[src/rtl/mem_arb.sv]
// Round-robin arbiter sharing one memory between instruction-fetch and data ports; all outputs registered.
// gnt at N+1, rdy at N+MEM_LAT+1; requesters hold req until rdy, one access in flight at a time.
module mem_arb #(
   parameter int MEM_LAT = 2
) (
   input  logic        clk,
   input  logic        rst_f,
   input  logic        if_req,
   input  logic [15:0] if_addr,
   output logic        if_gnt,
   output logic        if_rdy,
   output logic [31:0] if_data,
   input  logic        dm_req,
   input  logic        dm_we,
   input  logic [15:0] dm_addr,
   input  logic [31:0] dm_wdata,
   output logic        dm_gnt,
   output logic        dm_rdy,
   output logic [31:0] dm_rdata,
   output logic        mem_en,
   output logic        mem_we,
   output logic [15:0] mem_addr,
   output logic [31:0] mem_wdata,
   input  logic [31:0] mem_rdata
);

   typedef enum logic [1:0] {IDLE, ACCESS, DONE} state_t;

   state_t     state, state_nxt;
   logic [3:0] cnt;
   logic       ptr_dm;
   logic       win_dm;
   logic       gnt_if_nxt, gnt_dm_nxt;
   logic       last_beat;

   assign last_beat = (cnt == 4'(MEM_LAT - 1));

   always_ff @(posedge clk or negedge rst_f) begin
      if (!rst_f) state <= IDLE;
      else        state <= state_nxt;
   end

   always_comb begin
      state_nxt  = state;
      gnt_if_nxt = 1'b0;
      gnt_dm_nxt = 1'b0;
      case (state)
         IDLE: begin
            if (dm_req && (ptr_dm || !if_req)) gnt_dm_nxt = 1'b1;
            else if (if_req)                   gnt_if_nxt = 1'b1;
            if (dm_req || if_req) state_nxt = ACCESS;
         end
         ACCESS:  if (last_beat) state_nxt = DONE;
         DONE:    state_nxt = IDLE;
         default: state_nxt = IDLE;
      endcase
   end

   always_ff @(posedge clk or negedge rst_f) begin
      if (!rst_f) begin
         cnt       <= '0;
         ptr_dm    <= 1'b1;
         win_dm    <= 1'b0;
         if_gnt    <= 1'b0;
         dm_gnt    <= 1'b0;
         if_rdy    <= 1'b0;
         dm_rdy    <= 1'b0;
         if_data   <= '0;
         dm_rdata  <= '0;
         mem_en    <= 1'b0;
         mem_we    <= 1'b0;
         mem_addr  <= '0;
         mem_wdata <= '0;
      end else begin
         if_gnt <= gnt_if_nxt;
         dm_gnt <= gnt_dm_nxt;
         if_rdy <= 1'b0;
         dm_rdy <= 1'b0;
         case (state)
            IDLE: begin
               cnt <= '0;
               if (gnt_if_nxt || gnt_dm_nxt) begin
                  win_dm   <= gnt_dm_nxt;
                  mem_en   <= 1'b1;
                  mem_we   <= gnt_dm_nxt & dm_we;
                  mem_addr <= gnt_dm_nxt ? dm_addr : if_addr;
                  if (gnt_dm_nxt) mem_wdata <= dm_wdata;
                  // pointer only moves when both ports competed
                  if (if_req && dm_req) ptr_dm <= ~ptr_dm;
               end
            end
            ACCESS: begin
               cnt <= cnt + 4'd1;
               if (last_beat) begin
                  mem_en <= 1'b0;
                  mem_we <= 1'b0;
                  if_rdy <= ~win_dm;
                  dm_rdy <= win_dm;
                  if (!mem_we) begin
                     if (win_dm) dm_rdata <= mem_rdata;
                     else        if_data  <= mem_rdata;
                  end
               end
            end
            default: cnt <= '0;
         endcase
      end
   end

endmodule

[config.mk]
export PLATFORM = sky130hd
export DESIGN_NAME = mem_arb
export DESIGN_NICKNAME = d
export VERILOG_FILES = /design/src/rtl/mem_arb.sv
export SDC_FILE = /design/constraint.sdc
export NUM_CORES = 1
export LEC_CHECK = 0
export ABC_AREA = 1
export CAP_MARGIN = 20
export CORE_MARGIN = 2
export CORE_UTILIZATION = 37
export CTS_CLUSTER_DIAMETER = 200
export DETAILED_ROUTE_END_ITERATION = 8
export HOLD_SLACK_MARGIN = 0.03
export PLACE_DENSITY = 0.69
export SLEW_MARGIN = 20
export SYNTH_ARGS = -nofsm -noshare
export SYNTH_HDL_FRONTEND = slang
export SYNTH_SLANG_ARGS = --single-unit
[constraint.sdc]
create_clock -name clk -period 2 [get_ports clk]
set_clock_uncertainty 0.15 [all_clocks]
set_input_delay 0.4 -clock clk [delete_from_list [all_inputs] [get_ports clk]]
set_output_delay 0.4 -clock clk [all_outputs]
set_load 0.05 [all_outputs]
==> flow_summary.yaml, run 1 <==
run_status:
  status: "finished clean"
yosys:
  yosysUniqueCellTypes: 22
  synth.cell_area_mm2: 0.00528
  synth.net_count: 709
  synth-warning-count: 0
  ys_seq_elements: 126
  ys_seq_area_share_pct: 59.8
  synth.avg_cell_area_um2: 8.70
  synthCells: 606
job:
  cap_violations: 0
global_routing:
  met1_usage_pct: 26.5
  grt_pass1_wl_um: 23800
  grt_max_degree: 39
  top_usage_layer: "met2"
  grt_overflow: 0
  use_met2_pct: 31.4
  grt_pass1_vias: 4919
  antenna_found_initial: 0
  met3_usage_pct: 6.73
  grt_usage_pct: 20.2
timing:
  rsz0062_at_grt: "no"
  setup_tns_ns: 0
  setup_viol: 0
  period_share_pct: 82.7
  fmax_mhz: 605
  slew-limit-headroom_pct: 61.9
  period_needed_ns: 1.65
  slew_violations: 0
  hold_viol: 0
  tightest_slew_ns: 0.572
critical_path:
  path_cells: "inv_1, ha_1, nand4_1, buf_4, o21ai_0, nand2_1"
  start_kind: "flip-flop"
  r2r-end: "if_data[30]"
  critPathMaxStageDelay_ns: 0.39
  worstPathArrival_ns: 1.78
  path_class: "flip-flop to flip-flop"
  crit_required_ns: 2.12
  crit_slowest_cell: "dfrtp_1"
  endpoint_kind: "flip-flop"
  path_delay_family: "flip-flops"
  r2r-start: "cnt[1]"
  cp_max_fo: 32
  critPathBufInv: 2
  ff2ff_path_depth: 6
  reg2reg_slack_ns: 0.35
route:
  first_pass_iters: 4
  drt_iter0_drc: 254
  wl_um: 15200
  drtAntennaViolNets: 0
  wl_per_cell_um: 14.9
  vias: 4916
  vias_per_cell: 4.80
  drcViolationCount: 0
cells_and_area:
  n_antenna_cell: 0
  synthToLayoutAreaGrowth_pct: 53.1
  stdcell_count: 1024
  fin_area_mm2: 0.00807
  drive_gt1_share_pct: 21.9
  nets: 934
place:
  io_buffers: 218
  place.gp.congestion: 0.864
  place_area_mm2: 0.00743
  dp_cells: 991
  hpwl_um: 10900
hold_path:
  holdPathStages: 1
  hold-path-endpoint: "if_rdy"
  hold_start: "win_dm"
  hp-class: "flip-flop to flip-flop"
floorplanning:
  start_util_pct: 38.0
  fp.coreArea_mm2: 0.0139
  fp-row-count: 43
  die-area_mm2: 0.0152
  die_x_um: 123
  die_height_um: 123
  ios: 219
clocking:
  clock_path_buffers: 2
  cts_resized: 0
  htree_levels: 4
  cts.sinks: 126
  cts_made_buffers: 17
  cts-root-buf: "clkbuf_16"
  cts_setup_buffers: 0
  cts_tree: "done"
  path_clk_slew_ns: 0.05
  clkLatencyLatePin_ns: 0.40
pwr:
  power_mw: 17.1
  ir_drop_v: 0.00115
  p_per_area_mw_per_mm2: 2120
  leakage_nw: 4.20
## logic make-up (layout without fill, tap and decap cells)
family	Yosys count	count (layout)	share of synthesized area, %
AND/OR/NAND/NOR	361	361	28.5
flip-flops	126	126	59.8
buffers and inverters	77	315	7.28
AO/OA/AOI/OAI	39	39	3.77
adder cells (fa/ha/maj)	2	2	0.474
XOR/XNOR	1	1	0.166
## report_power, final
group,internal [mW],switching [mW],leakage (nW)
logic,2.62,6.65,2.36
registers,3.80,0.733,1.55
clock network,2.12,1.15,0.292
## sequential cells by signal, indices dropped and copies added (netlist names)
name and cells:
dm_rdata 32, if_data 32, mem_wdata 32, mem_addr 16, cnt 4, state 2, dm_gnt 1, dm_rdy 1
if_gnt 1, if_rdy 1, mem_en 1, mem_we 1, ptr_dm 1, win_dm 1
## routing by layer
layer	wire, µm	share of wire [%]	vias up
li1	-	-	2346
met1	6670	44	2331
met2	6990	46	222
met3	1400	9.2	17
met4	186	1.2	0
met5	0	0	-
## worst max-delay path by stage
stage / start / endpoint / depth (start not counted)
global route: cnt[1] / if_data[30] / 7
finish: cnt[1] / if_data[30] / 6
floorplan: mem_we / if_data[10] / 5
CTS: cnt[1] / if_data[30] / 6
global placement: dm_req / mem_addr[12] / 6
detailed placement: dm_req / mem_addr[7] / 6
## area by class of cell
| cell class | instances | area (µm²) |
|---|---|---|
| Tap cell | 180 | 225 |
| Inverter | 43 | 161 |
| Timing Repair Buffer | 240 | 2160 |
| Clock inverter | 13 | 189 |
| Multi-Input combinational cell | 403 | 1740 |
| Clock buffer | 19 | 443 |
| Sequential cell | 126 | 3150 |
| Fill cell | 1222 | 5810 |
## placed cells by master, fill, tap and decap left out
master	instances
clkinv_4	2
dlygate4sd3_1	1
a21oi_1	3
nand3_2	1
nor2_4	2
o21ai_2	1
bufinv_16	4
inv_1	40
xor2_1	1
nand3_1	52
inv_6	1
ha_1	2
o21ai_0	35
clkinvlp_4	5
inv_2	3
clkbuf_16	17
clkdlybuf4s50_1	99
buf_4	131
nand2_2	3
nand2_4	1
buf_12	9
clkinv_2	1
nand4_1	17
nor2_2	2
nor2_1	4
clkbuf_8	1
dfstp_2	1
dfrtp_1	125
clkbuf_1	1
nand2_1	279
## cell usage after synthesis, drive strengths merged
cell | count | area, µm²
nor2 | 8 | 50.0
buf | 26 | 193
inv | 43 | 161
clkbuf | 8 | 30.0
nand4 | 17 | 106
ha | 2 | 25.0
dfstp | 1 | 26.3
nand3 | 53 | 270
dfrtp | 125 | 3130
nand2 | 283 | 1080
xor2 | 1 | 8.76
a21oi | 3 | 15.0
o21ai | 36 | 184
## what timing repair did
action	CTS	global route
endpoints found under the setup margin	0	0
hold endpoints to repair	33	0
hold buffers	1	0
## through the flow
step,util (%),hold slack (ns),worst slack (ns)
finish,58.2,0.273,0.346
global route,58.2,0.282,0.218
CTS,58.2,0.276,0.336
detailed placement,53.5,0.268,0.114
global placement,53.5,0.271,0.175
floorplan,-,-0.0456,0.418
Note: power is estimated with default switching activity, not from simulation.
==> inputs of run 2 (changes only) <==
PLACE_DENSITY = 0.72   (was 0.69)
clock period = 1.35 ns   (was 2 ns; I/O delays follow)
==> flow_summary.yaml, run 2 (synthesized netlist as in run 1, its figures left out) <==
timing:
  postLayoutSetupSlackWorst_ns: -0.262
  hold_ws_ns: 0.171
  slew-limit-headroom_pct: 78.3
  setup_viol: 232
  fmax_mhz: 621
  tightest_slew_ns: 0.325
  period_share_pct: 119
  rsz0062_at_grt: "yes"
  period_needed_ns: 1.61
  slew_violations: 0
  hold_viol: 0
place:
  place_area_mm2: 0.00911
  hpwl_um: 11400
  post-place-ws_ns: -0.471
  io_buffers: 218
  dp_cells: 1009
  place.gp.congestion: 0.808
cells_and_area:
  regArea_mm2: 0.00317
  stdcell_count: 1133
  top_regs: "dm_rdata (32), if_data (32), mem_wdata (32)"
  n_antenna_cell: 0
  drive_gt1_share_pct: 45.3
  mostFrequentLayoutCells: "nand2_1, buf_12, dfrtp_1, clkdlybuf4s50_1, buf_4"
  synthToLayoutAreaGrowth_pct: 115
  fillers: 693
  layout_commonest_cell: "nand2_1"
  multiInputGateArea_mm2: 0.00234
  fin_area_mm2: 0.0113
  nets: 1043
route:
  wl_per_cell_um: 19.4
  drtAntennaViolNets: 0
  wl_um: 21900
  drcViolationCount: 0
  vias: 5827
  first_pass_iters: 6
  drt_iter0_drc: 414
  vias_per_cell: 5.14
clocking:
  path_clk_slew_ns: 0.06
  cts_made_buffers: 17
  cts.sinks: 126
  clock_path_buffers: 2
  cts_tree: "done"
  clkLatencyLatePin_ns: 0.41
  cts-root-buf: "clkbuf_16"
  htree_levels: 4
floorplanning:
  fp-row-count: 43
  ios: 219
  die_x_um: 123
  fp.coreArea_mm2: 0.0139
  die-area_mm2: 0.0152
  start_util_pct: 38.0
  die_height_um: 123
global_routing:
  grt_max_degree: 57
  grt_overflow: 0
  antenna_found_initial: 0
  grt_usage_pct: 25.3
  grt_pass1_vias: 5541
  grt_pass1_wl_um: 29000
critical_path:
  critPathMaxStageDelay_ns: 0.38
  critPathBufInv: 3
  path_cells: "inv_2, ha_4, nand4_1, buf_6, buf_16, o21ai_0, nand2_1"
  endpoint_kind: "flip-flop"
  path_class: "flip-flop to flip-flop"
  cp_max_fo: 13
  crit_required_ns: 1.48
  path_delay_family: "buffers and inverters"
  start_kind: "flip-flop"
  worstPathArrival_ns: 1.74
  crit_slowest_cell: "dfrtp_1"
  reg2reg_slack_ns: -0.26
pwr:
  p_per_area_mw_per_mm2: 3170
  leakage_nw: 5.48
  ir_drop_v: 0.00182
  power_mw: 36.0
run_status:
  violations: "setup timing"
  status: "complete, but fails checks"
hold_path:
  hp-class: "input pin to async pin"
job:
  cap_violations: 0
==> run 2: routing by layer <==
metal / GRT usage (%) / vias to the layer above / part of all wire, %
met5: 0 / - / 0
met4: 9.02 / 0 / 3.8
met3: 10.9 / 68 / 10
met2: 42.3 / 355 / 51
met1: 28.9 / 2825 / 35
li1: - / 2579 / -
==> run 2: final timing paths <==
check	depth (start not counted)	startpoint	to
min in group clk	4	if_req	if_gnt
setup / recovery	7	cnt[1]	if_data[19]
hold reg to reg	1	win_dm	if_rdy
hold / removal	2	rst_f	if_data[25]
max in group asynchronous	3	rst_f	dm_rdata[10]
setup reg to reg	7	cnt[1]	if_data[19]
==> run 2: area by class of cell <==
cell class              count  area share (%)
repair buffers            347            42.2
flip-flops and latches    126            28.0
multi-input cells         403            20.7
clock buffers              21            4.06
well taps                 180            1.99
inverters                  43            1.60
clock inverters            11            1.24
repair inverters            2           0.221
==> run 2: where the power goes <==
group          total, mW  internal, mW  switching [mW]
combinational       23.5          11.3            12.2
clock               4.68          2.99            1.69
sequential          7.83          5.68            2.15
total               36.0          20.0            16.0
==> run 2: repair_timing <==
action                                 4_1_cts  5_1_grt
gates resized for setup                     96      147
endpoints found under the hold margin      125        0
hold buffers                                 1        0
cloned                                       7        6
setup endpoints to repair                  236      236
pin swaps                                   32       14
setup buffers                               47       34
==> run 2: stage by stage <==
step / utilization [%] / TNS (ns)
floorplan: - / -7.90
global placement: 65.6 / -31.58
detailed placement: 65.6 / -34.97
CTS: 75.5 / -18.65
global route: 81.7 / -34.75
finish: 81.7 / -23.18
